==> src/rtl/qspi_flash_emu_pkg.sv <==
// qspi_flash_emu_pkg: shared states, opcodes and lane modes
// for the QSPI NOR-flash slave emulator.
package qspi_flash_emu_pkg;

    typedef logic [2:0] state_t;

    localparam state_t ST_IDLE   = 3'd0;
    localparam state_t ST_CMD    = 3'd1;
    localparam state_t ST_ADDR   = 3'd2;
    localparam state_t ST_DUMMY  = 3'd3;
    localparam state_t ST_DATA   = 3'd4;
    localparam state_t ST_IGNORE = 3'd5;

    localparam logic [7:0] OP_READ = 8'h03;
    localparam logic [7:0] OP_FAST = 8'h0B;
    localparam logic [7:0] OP_QOUT = 8'h6B;
    localparam logic [7:0] OP_QIO  = 8'hEB;
    localparam logic [7:0] OP_RDID = 8'h9F;

    typedef enum logic {
        SINGLE = 1'b0,
        QUAD   = 1'b1
    } lane_t;

    function automatic logic [7:0] id_byte(
        input logic [23:0] id,
        input logic [1:0]  idx
    );
        unique case (idx)
            2'd0:    id_byte = id[23:16];
            2'd1:    id_byte = id[15:8];
            default: id_byte = id[7:0];
        endcase
    endfunction

endpackage

==> src/rtl/qspi_flash_emu_if.sv <==
// qspi_flash_emu_if: QSPI pad bundle between a bus master
// (SoC controller or bench) and the flash emulator.
interface qspi_flash_emu_if;
    logic       qspi_cs_n;
    logic       qspi_sck;
    logic [3:0] qspi_dq_i;
    logic [3:0] qspi_dq_o;
    logic [3:0] qspi_dq_oe;

    modport master (
        output qspi_cs_n,
        output qspi_sck,
        output qspi_dq_i,
        input  qspi_dq_o,
        input  qspi_dq_oe
    );

    modport slave (
        input  qspi_cs_n,
        input  qspi_sck,
        input  qspi_dq_i,
        output qspi_dq_o,
        output qspi_dq_oe
    );
endinterface

==> src/rtl/qspi_emu_sync.sv <==
// qspi_emu_sync: 2-flop synchronizer with rise/fall detect
// taken from the synchronized history.
module qspi_emu_sync #(
    parameter int             W       = 1,
    parameter logic [W-1:0]   RST_VAL = '0
) (
    input  logic         clk,
    input  logic         rst,
    input  logic [W-1:0] i_d,
    output logic [W-1:0] o_q,
    output logic [W-1:0] o_rise,
    output logic [W-1:0] o_fall
);
    logic [W-1:0] r_s1;
    logic [W-1:0] r_s2;
    logic [W-1:0] r_prev;

    always_ff @(posedge clk) begin
        if (rst) begin
            r_s1   <= RST_VAL;
            r_s2   <= RST_VAL;
            r_prev <= RST_VAL;
        end else begin
            r_s1   <= i_d;
            r_s2   <= r_s1;
            r_prev <= r_s2;
        end
    end

    assign o_q    = r_s2;
    assign o_rise = r_s2 & ~r_prev;
    assign o_fall = ~r_s2 & r_prev;
endmodule

==> src/rtl/qspi_flash_emu.sv <==
// qspi_flash_emu: oversampled QSPI NOR-flash read emulator.
// Quad modes (0x6B/0xEB) built only with QSPI_FLASH_EMU_QUAD_EN.
module qspi_flash_emu
    import qspi_flash_emu_pkg::*;
#(
    parameter int          ADDR_W     = 24,
    parameter int          MEM_AW     = 20,
    parameter int          FAST_DUMMY = 8,
    parameter int          QIO_DUMMY  = 6,
    parameter logic [23:0] JEDEC_ID   = 24'hEF4018
) (
    input  logic              clk,
    input  logic              rst,
    qspi_flash_emu_if.slave   bus,
    output logic              mem_rd_en,
    output logic [MEM_AW-1:0] mem_addr,
    input  logic [7:0]        mem_rdata,
    output logic              busy,
    output logic              cmd_err
);
    logic       w_cs;
    logic       w_cs_rise;
    logic       w_cs_fall;
    logic       w_sck_q;
    logic       w_sck_rise;
    logic       w_sck_fall;
    logic [3:0] w_dq;
    logic [3:0] w_dq_rise;
    logic [3:0] w_dq_fall;

    qspi_emu_sync #(.W(1), .RST_VAL(1'b1)) u_sync_cs (
        .clk    (clk),
        .rst    (rst),
        .i_d    (bus.qspi_cs_n),
        .o_q    (w_cs),
        .o_rise (w_cs_rise),
        .o_fall (w_cs_fall)
    );

    qspi_emu_sync #(.W(1), .RST_VAL(1'b0)) u_sync_sck (
        .clk    (clk),
        .rst    (rst),
        .i_d    (bus.qspi_sck),
        .o_q    (w_sck_q),
        .o_rise (w_sck_rise),
        .o_fall (w_sck_fall)
    );

    qspi_emu_sync #(.W(4), .RST_VAL(4'h0)) u_sync_dq (
        .clk    (clk),
        .rst    (rst),
        .i_d    (bus.qspi_dq_i),
        .o_q    (w_dq),
        .o_rise (w_dq_rise),
        .o_fall (w_dq_fall)
    );

    logic [8:0] w_unused_sync;
    assign w_unused_sync = {w_sck_q, w_dq_rise, w_dq_fall};

    state_t            r_state;
    logic [6:0]        r_cmd;
    logic [7:0]        r_cnt;
    logic [MEM_AW-2:0] r_addr;
    lane_t             r_lane;
    logic              r_qaddr;
    logic              r_rdid;
    logic [7:0]        r_dummy_n;
    logic [7:0]        r_shift;
    logic [2:0]        r_bit;
    logic [1:0]        r_id;
    logic              r_ld;
    logic [3:0]        r_dq_o;
    logic [3:0]        r_dq_oe;
    logic              r_rd_en;
    logic [MEM_AW-1:0] r_mem_addr;
    logic              r_cmd_err;

    logic [7:0]        w_cmd_nx;
    logic [MEM_AW-1:0] w_addr_nx;
    logic [7:0]        w_alast;
    logic              w_ok;
    lane_t             w_lane;
    logic              w_qaddr;
    logic              w_rdid;
    logic [7:0]        w_dn;
    logic              w_last_bit;

    assign w_cmd_nx  = {r_cmd, w_dq[0]};
    assign w_addr_nx = r_qaddr ? {r_addr[MEM_AW-5:0], w_dq}
                               : {r_addr, w_dq[0]};
    assign w_alast   = r_qaddr ? 8'(ADDR_W / 4 - 1)
                               : 8'(ADDR_W - 1);
    assign w_last_bit = (r_lane == QUAD) ? (r_bit == 3'd1)
                                         : (r_bit == 3'd7);

`ifndef QSPI_FLASH_EMU_QUAD_EN
    localparam int w_unused_qio = QIO_DUMMY;
`endif

    always_comb begin
        w_ok    = 1'b0;
        w_lane  = SINGLE;
        w_qaddr = 1'b0;
        w_rdid  = 1'b0;
        w_dn    = 8'd0;
        unique case (1'b1)
            (w_cmd_nx == OP_READ): w_ok = 1'b1;
            (w_cmd_nx == OP_FAST): begin
                w_ok = 1'b1;
                w_dn = 8'(FAST_DUMMY);
            end
`ifdef QSPI_FLASH_EMU_QUAD_EN
            (w_cmd_nx == OP_QOUT): begin
                w_ok   = 1'b1;
                w_lane = QUAD;
                w_dn   = 8'(FAST_DUMMY);
            end
            (w_cmd_nx == OP_QIO): begin
                w_ok    = 1'b1;
                w_lane  = QUAD;
                w_qaddr = 1'b1;
                w_dn    = 8'(QIO_DUMMY);
            end
`endif
            (w_cmd_nx == OP_RDID): begin
                w_ok   = 1'b1;
                w_rdid = 1'b1;
            end
            default: ;
        endcase
    end

    always_ff @(posedge clk) begin
        if (rst) begin
            r_state    <= ST_IDLE;
            r_cmd      <= '0;
            r_cnt      <= '0;
            r_addr     <= '0;
            r_lane     <= SINGLE;
            r_qaddr    <= 1'b0;
            r_rdid     <= 1'b0;
            r_dummy_n  <= '0;
            r_shift    <= '0;
            r_bit      <= '0;
            r_id       <= '0;
            r_ld       <= 1'b0;
            r_dq_o     <= '0;
            r_dq_oe    <= '0;
            r_rd_en    <= 1'b0;
            r_mem_addr <= '0;
            r_cmd_err  <= 1'b0;
        end else begin
            r_rd_en   <= 1'b0;
            r_cmd_err <= 1'b0;
            r_ld      <= r_rd_en;
            if (r_ld) r_shift <= mem_rdata;
            if (w_cs_rise) begin
                // partial byte and pending fetch are dropped
                r_state <= ST_IDLE;
                r_dq_o  <= '0;
                r_dq_oe <= '0;
                r_cnt   <= '0;
                r_bit   <= '0;
                r_ld    <= 1'b0;
            end else if (w_cs_fall) begin
                r_state <= ST_CMD;
                r_cnt   <= '0;
                r_bit   <= '0;
                r_id    <= '0;
            end else if (w_sck_rise) begin
                unique case (r_state)
                    ST_CMD: begin
                        r_cmd <= w_cmd_nx[6:0];
                        r_cnt <= r_cnt + 8'd1;
                        if (r_cnt == 8'd7) begin
                            r_cnt     <= '0;
                            r_lane    <= w_lane;
                            r_qaddr   <= w_qaddr;
                            r_rdid    <= w_rdid;
                            r_dummy_n <= w_dn;
                            if (!w_ok) begin
                                r_cmd_err <= 1'b1;
                                r_state   <= ST_IGNORE;
                            end else if (w_rdid) begin
                                r_shift <= id_byte(JEDEC_ID, 2'd0);
                                r_id    <= 2'd1;
                                r_state <= ST_DATA;
                            end else begin
                                r_state <= ST_ADDR;
                            end
                        end
                    end
                    ST_ADDR: begin
                        r_addr <= w_addr_nx[MEM_AW-2:0];
                        r_cnt  <= r_cnt + 8'd1;
                        if (r_cnt == w_alast) begin
                            r_cnt      <= '0;
                            r_rd_en    <= 1'b1;
                            r_mem_addr <= w_addr_nx;
                            r_state    <= (r_dummy_n == 8'd0)
                                          ? ST_DATA : ST_DUMMY;
                        end
                    end
                    ST_DUMMY: begin
                        r_cnt <= r_cnt + 8'd1;
                        if (r_cnt == r_dummy_n - 8'd1) begin
                            r_cnt   <= '0;
                            r_state <= ST_DATA;
                        end
                    end
                    default: ;
                endcase
            end else if (w_sck_fall && r_state == ST_DATA) begin
                if (r_lane == QUAD) begin
                    r_dq_o  <= r_shift[7:4];
                    r_dq_oe <= 4'b1111;
                    r_shift <= {r_shift[3:0], 4'h0};
                end else begin
                    r_dq_o  <= {2'b00, r_shift[7], 1'b0};
                    r_dq_oe <= 4'b0010;
                    r_shift <= {r_shift[6:0], 1'b0};
                end
                r_bit <= r_bit + 3'd1;
                if (w_last_bit) begin
                    r_bit <= '0;
                    if (r_rdid) begin
                        r_shift <= id_byte(JEDEC_ID, r_id);
                        r_id    <= (r_id == 2'd2) ? 2'd0 : r_id + 2'd1;
                    end else begin
                        r_mem_addr <= r_mem_addr + 1'b1;
                        r_rd_en    <= 1'b1;
                    end
                end
            end
        end
    end

    assign bus.qspi_dq_o  = r_dq_o;
    assign bus.qspi_dq_oe = r_dq_oe;
    assign mem_rd_en      = r_rd_en;
    assign mem_addr       = r_mem_addr;
    assign busy           = ~w_cs;
    assign cmd_err        = r_cmd_err;
endmodule

==> src/flat_wrapper.sv <==
// flat-port wrapper written by rule: the top's interface ports become plain ports
module qspi_flash_emu_flat import qspi_flash_emu_pkg::*;
#(
    parameter int          ADDR_W     = 24,
    parameter int          MEM_AW     = 20,
    parameter int          FAST_DUMMY = 8,
    parameter int          QIO_DUMMY  = 6,
    parameter logic [23:0] JEDEC_ID   = 24'hEF4018
)
  (clk, rst, mem_rd_en, mem_addr, mem_rdata, busy, cmd_err, bus_qspi_cs_n, bus_qspi_sck, bus_qspi_dq_i, bus_qspi_dq_o, bus_qspi_dq_oe);
  qspi_flash_emu_if bus_i ();
  input  logic clk;
  input  logic rst;
  output logic mem_rd_en;
  output logic [MEM_AW-1:0] mem_addr;
  input  logic [7:0] mem_rdata;
  output logic busy;
  output logic cmd_err;
  input wire logic [$bits(bus_i.qspi_cs_n)-1:0] bus_qspi_cs_n;
  input wire logic [$bits(bus_i.qspi_sck)-1:0] bus_qspi_sck;
  input wire logic [$bits(bus_i.qspi_dq_i)-1:0] bus_qspi_dq_i;
  output wire logic [$bits(bus_i.qspi_dq_o)-1:0] bus_qspi_dq_o;
  output wire logic [$bits(bus_i.qspi_dq_oe)-1:0] bus_qspi_dq_oe;
  assign bus_i.qspi_cs_n = bus_qspi_cs_n;
  assign bus_i.qspi_sck = bus_qspi_sck;
  assign bus_i.qspi_dq_i = bus_qspi_dq_i;
  assign bus_qspi_dq_o = bus_i.qspi_dq_o;
  assign bus_qspi_dq_oe = bus_i.qspi_dq_oe;
  qspi_flash_emu #(.ADDR_W(ADDR_W), .MEM_AW(MEM_AW), .FAST_DUMMY(FAST_DUMMY), .QIO_DUMMY(QIO_DUMMY), .JEDEC_ID(JEDEC_ID)) u_core (.clk(clk), .rst(rst), .bus(bus_i), .mem_rd_en(mem_rd_en), .mem_addr(mem_addr), .mem_rdata(mem_rdata), .busy(busy), .cmd_err(cmd_err));
endmodule
==> config.mk <==
export PLATFORM = sky130hd
export DESIGN_NAME = qspi_flash_emu_flat
export DESIGN_NICKNAME = d
export VERILOG_FILES = /design/src/rtl/qspi_flash_emu_pkg.sv /design/src/rtl/qspi_flash_emu_if.sv /design/src/rtl/qspi_emu_sync.sv /design/src/rtl/qspi_flash_emu.sv /design/src/flat_wrapper.sv
export SDC_FILE = /design/constraint.sdc
export NUM_CORES = 1
export LEC_CHECK = 0
export BUFFER_PORTS_ARGS = -buffer_cell sky130_fd_sc_hd__buf_2
export CAP_MARGIN = 5
export CORE_MARGIN = 5
export CORE_UTILIZATION = 35
export DETAILED_ROUTE_END_ITERATION = 8
export PLACE_DENSITY = 0.57
export SYNTH_ARGS = -nofsm -noshare
export SYNTH_HDL_FRONTEND = slang
export SYNTH_SLANG_ARGS = --single-unit
export TNS_END_PERCENT = 50
==> constraint.sdc <==
create_clock -name clk -period 2.6 [get_ports clk]
set_input_delay 0.39 -clock clk [delete_from_list [all_inputs] [get_ports clk]]
set_output_delay 0.39 -clock clk [all_outputs]
set_load 0.05 [all_outputs]
; Yosys cells after proc, flatten, opt, wreduce, memory -nomap -nowiden
; Index checks and enable logic that the tools add are counted.
[word_totals]
reg_bits = 92
latch_bits = 0
ramBits = 0
romBits = 0
input_bits = 16
output_inout_bits = 31
elab_cells = 145
mem_count = 0
[op_classes]
add_sub_neg = 5
n_mul = 0
div_mod_pow = 0
magnitude_cmp = 0
n_eq_ne = 26
shifts = 0
muxes = 52
bitwise_logic = 13
reduce_logical = 25
[ops]
columns = op, count
row1 = $mux W20, 6
row2 = $mux W8, 14
row3 = $pmux W8 S3, 1
row4 = $mux W3, 7
row5 = $add A20 B1 Y20 const B, 1
row6 = $mux W2, 10
row7 = $pmux W8 S2, 1
row8 = $reduce_and A5 Y1, 3
row9 = $ne A3 B1 Y1 const B, 4
row10 = $reduce_bool A3 Y1, 4
row11 = $mux W1, 11
row12 = $ne A2 B1 Y1 const B, 5
row13 = $ne A3 B2 Y1 const B, 3
row14 = $not A1 Y1, 9
row15 = $pmux W3 S3, 1
row16 = $add A8 B1 Y8 const B, 1
row17 = $eq A8 B2 Y1 const B, 1
row18 = $eq A8 B3 Y1 const B, 1
row19 = $eq A8 B4 Y1 const B, 1
row20 = $eq A8 B5 Y1 const B, 1
row21 = $eq A8 B8 Y1, 1
row22 = $eq A8 B8 Y1 const B, 1
row23 = $logic_not A8 Y1, 1
row24 = $reduce_and A4 Y1, 2
row25 = 22 further kinds, 31

; Longest topological paths before layout
[depth]
ltp_word = 9
ltp_mapped = 8
depth_no_buf = 7

; By module
; A second synthesis with hierarchy kept.
[hier_totals]
hier_cells = 555
area_unflattened_um2 = 4589.4
[modules_own_cells]
columns = module, n_inst, cells_per_inst, area_each_um2, seq_area_each_um2
row1 = qspi_flash_emu, 1, 506, 3988.8, 1541.5
row2 = qspi_emu_sync (u_core.u_sync_dq), 1, 33, 416.6, 240.2
row3 = qspi_emu_sync (u_core.u_sync_cs), 1, 8, 92.6, 60.1
row4 = qspi_emu_sync (u_core.u_sync_sck), 1, 8, 91.3, 60.1

; Worst setup path before layout
; OpenSTA, ideal clock, no wires.
[synth_path]
kind = reg2reg
from = register u_core.u_sync_cs.r_s2 (netlist: u_core.u_sync_cs.o_q)
to = register u_core.r_mem_addr[16] (netlist: u_core.mem_addr[16])
t_arrival_ps = 1981
t_required_ps = 2481
slack_ps = 500
path_stages_with_launch = 9
path_buffers = 2
synth_period_minus_slack_ps = 2100
cell_sequence = dfxtp_1 > inv_1 > ha_1 > clkbuf_1 > nor2_1 > o221a_2 > buf_6 > nor2_2 > o221a_1
[synth_between]
elab_chain_len = 4
word_cells_on_any_way = 6
classes_between = bitwise (5) / reduce/logical (1)
[synth_lines]
columns = element, line_no
row1 = "start, declared", qspi_emu_sync.sv:15  ; logic [W-1:0] r_s2;
row2 = "start signal, assigned", qspi_emu_sync.sv:25  ; r_s2 <= r_s1;
row3 = $not A1 Y1, -
row4 = net busy, flat_wrapper.sv:17  ; output logic busy;
row5 = $and A1 B1 Y1, qspi_emu_sync.sv:32  ; assign o_fall = ~r_s2 & r_prev;
row6 = $not A1 Y1 (no line), -
row7 = $reduce_and A7 Y1 (no line), -
row8 = "end signal, assigned", qspi_flash_emu.sv:200  ; r_mem_addr <= w_addr_nx;
row9 = "end signal, assigned", qspi_flash_emu.sv:231  ; r_mem_addr <= r_mem_addr + 1'b1;
row10 = "end, declared", qspi_flash_emu.sv:76  ; logic [MEM_AW-1:0] r_mem_addr;
; The timed path passes the listed nets, and every way through them passes these cells.
; A chain may end at the register's enable or synchronous reset.

; Worst setup path in the final report
[layout_path]
from = register u_core.r_state[0]
to = register u_core.r_mem_addr[18] (netlist: u_core.mem_addr[18])
[layout_between]
elab_chain_len = 4
word_cells_on_any_way = 6
classes_between = eq/ne (3) / reduce/logical (3)
[layout_lines]
columns = element, line_no
row1 = "start, declared", qspi_flash_emu.sv:61  ; state_t r_state;
row2 = "start signal, assigned", qspi_flash_emu.sv:201  ; r_state <= (r_dummy_n == 8'd0)
row3 = $eq A3 B3 Y1, qspi_flash_emu.sv:214  ; end else if (w_sck_fall && r_state == ST_DATA) begin
row4 = $logic_and A1 B1 Y1, qspi_flash_emu.sv:214
row5 = $reduce_bool A2 Y1 (no line), -
row6 = $reduce_and A7 Y1 (no line) (*), -
; Every way passes the cells marked *; elsewhere a longest branch is shown, timed or not.

==> results.sh <==
export IMPL_clkTransAtPathRegs_ns=0.06
export IMPL_routed_wl_um=10100
export IMPL_layout_setup_ws_ns=0.386
export IMPL_synth_distinct_cells=74
export IMPL_ys_top_cells_by_count="dfxtp_1, nand2_1, a21oi_1, nor2_1, o21ai_0"
export IMPL_fill_cells=1233
export IMPL_fin_worst_skew_ns=0.00650
export IMPL_antenna_found_initial=0
export IMPL_cp_end_kind="flip-flop"
export IMPL_dominantRegCellSynth="dfxtp_1"
export IMPL_wl_per_cell_um=14.3
export IMPL_die_w_um=121
export IMPL_tns_ns=0
export IMPL_finalSetupViolCount=0
export IMPL_use_met3=0.0233
export IMPL_synth_xor_area_frac=0.0121
export IMPL_p_switching_uw=592
export IMPL_yosys_area_top_type="dfxtp_1"
export IMPL_nets=559
export IMPL_syn_area_sq_um=4330
export IMPL_syn_inst=512
export IMPL_numPortBuffers=37
export IMPL_ctsHoldBuffers=0
export IMPL_vias=3761
export IMPL_grtUsageTotal=0.145
export IMPL_drtAntennaViolNets=0
export IMPL_layout_drive_gt1_share=0.181
export IMPL_synth_top_family_by_area="simple AND/OR/NAND/NOR gates"
export IMPL_grt_max_degree=36
export IMPL_viasPerCell=5.30
export IMPL_place_congestion=0.828
export IMPL_synth_area_leaders="dfxtp_1, nand2_1, a21oi_1"
export IMPL_seq_area_frac_synth=0.393
export IMPL_rr_startpoint="u_core.r_state[0]$_SDFFE_PP0P_"
export IMPL_cts_sink_count=85
export IMPL_cts_buffers=9
export IMPL_synthMuxAreaShare=0.0459
export IMPL_post_synth_top_count_cell="dfxtp_1"
export IMPL_synth_top_area_frac=0.393
export IMPL_required_ns=2.82
export IMPL_min_from="bus_qspi_cs_n"
export IMPL_synth_adder_area_share=0.0173
export IMPL_initial_utilization=0.359
export IMPL_synth_compound_area_frac=0.219
export IMPL_relSlewSlack=0.499
export IMPL_die_h_um=121
export IMPL_r2r_end="u_core.mem_addr[18]$_SDFFE_PP0P_"
export IMPL_synth_seq_cells=85
export IMPL_power_mw=2.72
export IMPL_multi_input_area_sq_um=2420
export IMPL_root_buffer="clkbuf_16"
export IMPL_yosys_area_share_simple=0.259
export IMPL_avgSynthCellArea_sq_um=8.46
export IMPL_rsz0062_at_grt="no"
export IMPL_grt_pass1_vias=3558
export IMPL_swShare=0.217
export IMPL_hold_violations=0
export IMPL_cts_setup_buffers=0
export IMPL_critPathMaxFanout=19
export IMPL_rows=40
export IMPL_dr_first_iter_drc_count=241
export IMPL_cell_internal_pwr_mw=2.13
export IMPL_holdPathStages=2
export IMPL_vdd_drop_max_v=0.000346
export IMPL_cap_violations=0
export IMPL_combPwrFrac=0.044
export IMPL_ff_latch_area_sq_um=1700
export IMPL_die_area_sq_um=14700
export IMPL_synth_edff_count=0
export IMPL_drt_pre_antenna_iters=4
export IMPL_clock_fmax_mhz=452
export IMPL_clkPwrFrac=0.473
export IMPL_grt_pass1_wl_um=17300
export IMPL_dp_slack_ns=0.405
export IMPL_grtUsageMet1=0.197
export IMPL_ff2ff_setup_slack_ns=0.39
export IMPL_seq_power_share=0.483
export IMPL_top_usage_layer="met2"
export IMPL_h_tree_depth=3
export IMPL_route_detailed_drc=0
export IMPL_use_met2=0.225
export IMPL_outcome="finished, final reports clean"
export IMPL_cts_resized=0
export IMPL_worst_pin_slew_ns=0.750
export IMPL_worst_r2r_cell_count=5
export IMPL_min_path_type="input port to flip-flop"
export IMPL_synthToLayoutAreaGrowth_pct=13.6
export IMPL_core_sq_um=12100
export IMPL_pwr_density_cell_nw_per_um2=553
export IMPL_diodes=0
export IMPL_finalCritPeriodShare=0.851
export IMPL_min_period_ns=2.21
export IMPL_leakage_nw=1.79
export IMPL_yosys_warnings=0
export IMPL_report_final_slew_viol_count=0
export IMPL_overflow=0
export IMPL_async_reset_ff_frac=0
export IMPL_clock_latency_ns=0.34
export IMPL_cts_path_max_buffers=2
export IMPL_cts_tree="yes"
export IMPL_cp_arrival_ns=2.44
export IMPL_crit_type="flip-flop to flip-flop"
export IMPL_ioPinCount=47
export IMPL_hold_end="u_core.u_sync_cs.r_s1$_SDFF_PP1_"
export IMPL_dp_hpwl_um=7160
export IMPL_cp_start_kind="flip-flop"
==> critical path: stages, from the launching register on <==
cell and delay [ns]:
dfxtp_1 0.40, nor2_1 0.29, and3_1 0.46, o221a_2 0.59
nor2_2 0.10, o221a_1 0.25
==> area by class of cell <==
cell class | instances | area share
multi-input cells | 390 | 0.492
flip-flops and latches | 85 | 0.346
repair buffers | 47 | 0.0554
clock buffers | 11 | 0.0513
well taps | 168 | 0.0427
clock inverters | 4 | 0.00966
inverters | 4 | 0.00305
==> layer usage <==
layer / vias to the layer above / wire length [um]
met4: 0 / 122
met2: 73 / 4660
met3: 8 / 377
met1: 1789 / 4980
li1: 1891 / -
met5: - / 0
==> power by group through the flow <==
| stage | clock network (mW) | logic, mW | registers [mW] |
|---|---|---|---|
| global route | 1.39 | 0.131 | 1.31 |
| global placement | 0 | 0.119 | 1.34 |
| finish | 1.29 | 0.120 | 1.31 |
| floorplan | 0 | 0.0966 | 1.34 |
| CTS | 1.33 | 0.120 | 1.31 |
| detailed placement | 0 | 0.120 | 1.34 |
==> worst max-delay path by stage <==
stage	slack, ns	end	startpoint	depth (start not counted)
floorplan	0.50	u_core.mem_addr[16]$_SDFFE_PP0P_	u_core.u_sync_cs.o_q$_SDFF_PP1_	8
global placement	0.44	u_core.mem_addr[18]$_SDFFE_PP0P_	u_core.r_state[0]$_SDFFE_PP0P_	5
detailed placement	0.40	u_core.mem_addr[18]$_SDFFE_PP0P_	u_core.r_state[0]$_SDFFE_PP0P_	5
CTS	0.39	u_core.mem_addr[18]$_SDFFE_PP0P_	u_core.r_state[0]$_SDFFE_PP0P_	5
global route	0.24	u_core.mem_addr[17]$_SDFFE_PP0P_	u_core.r_state[0]$_SDFFE_PP0P_	6
finish	0.39	u_core.mem_addr[18]$_SDFFE_PP0P_	u_core.r_state[0]$_SDFFE_PP0P_	5
==> cell usage in the layout (no fill, tap or decap), drive strengths merged, types with 6 or more instances in the layout <==
master,Yosys,routed
dfxtp,85,85
conb,1,6
nor2,47,47
nand2b,10,10
nand2,76,76
nor2b,6,6
a211oi,12,12
a21oi,54,54
nor3b,7,7
ha,6,6
mux2i,12,12
nand3,10,10
clkbuf,14,11
mux2,7,7
nor3,15,15
o21ai,22,22
buf,24,47
nand4,13,13
==> stage by stage <==
stage | std cells | hold WS (ns) | utilization | instance area [sq um]
finish | 709 | 0.241 | 0.408 | 4920
global route | 709 | 0.234 | 0.408 | 4920
CTS | 709 | 0.235 | 0.408 | 4920
detailed placement | 694 | 0.401 | 0.383 | 4620
global placement | 694 | 0.412 | 0.383 | 4620
floorplan | 517 | 0.389 | - | 4350
==> cell families after synthesis <==
group | after synthesis
flip-flops | 85
adder cells (fa/ha/maj) | 6
multiplexers | 19
AO/OA/AOI/OAI | 135
AND/OR/NAND/NOR | 218
other | 1
buffers and inverters | 42
XOR/XNOR | 6
==> flip-flops by register name (all words and copies together) (netlist names), 2 cells and up <==
register and cells:
u_core.mem_addr 20, u_core.r_id 2, u_core.r_addr 19, u_core.r_shift 8, u_core.r_cnt 8, u_core.r_bit 3
u_core.r_state 3, u_core.r_cmd 7
Power figures use the tool's default switching activity.
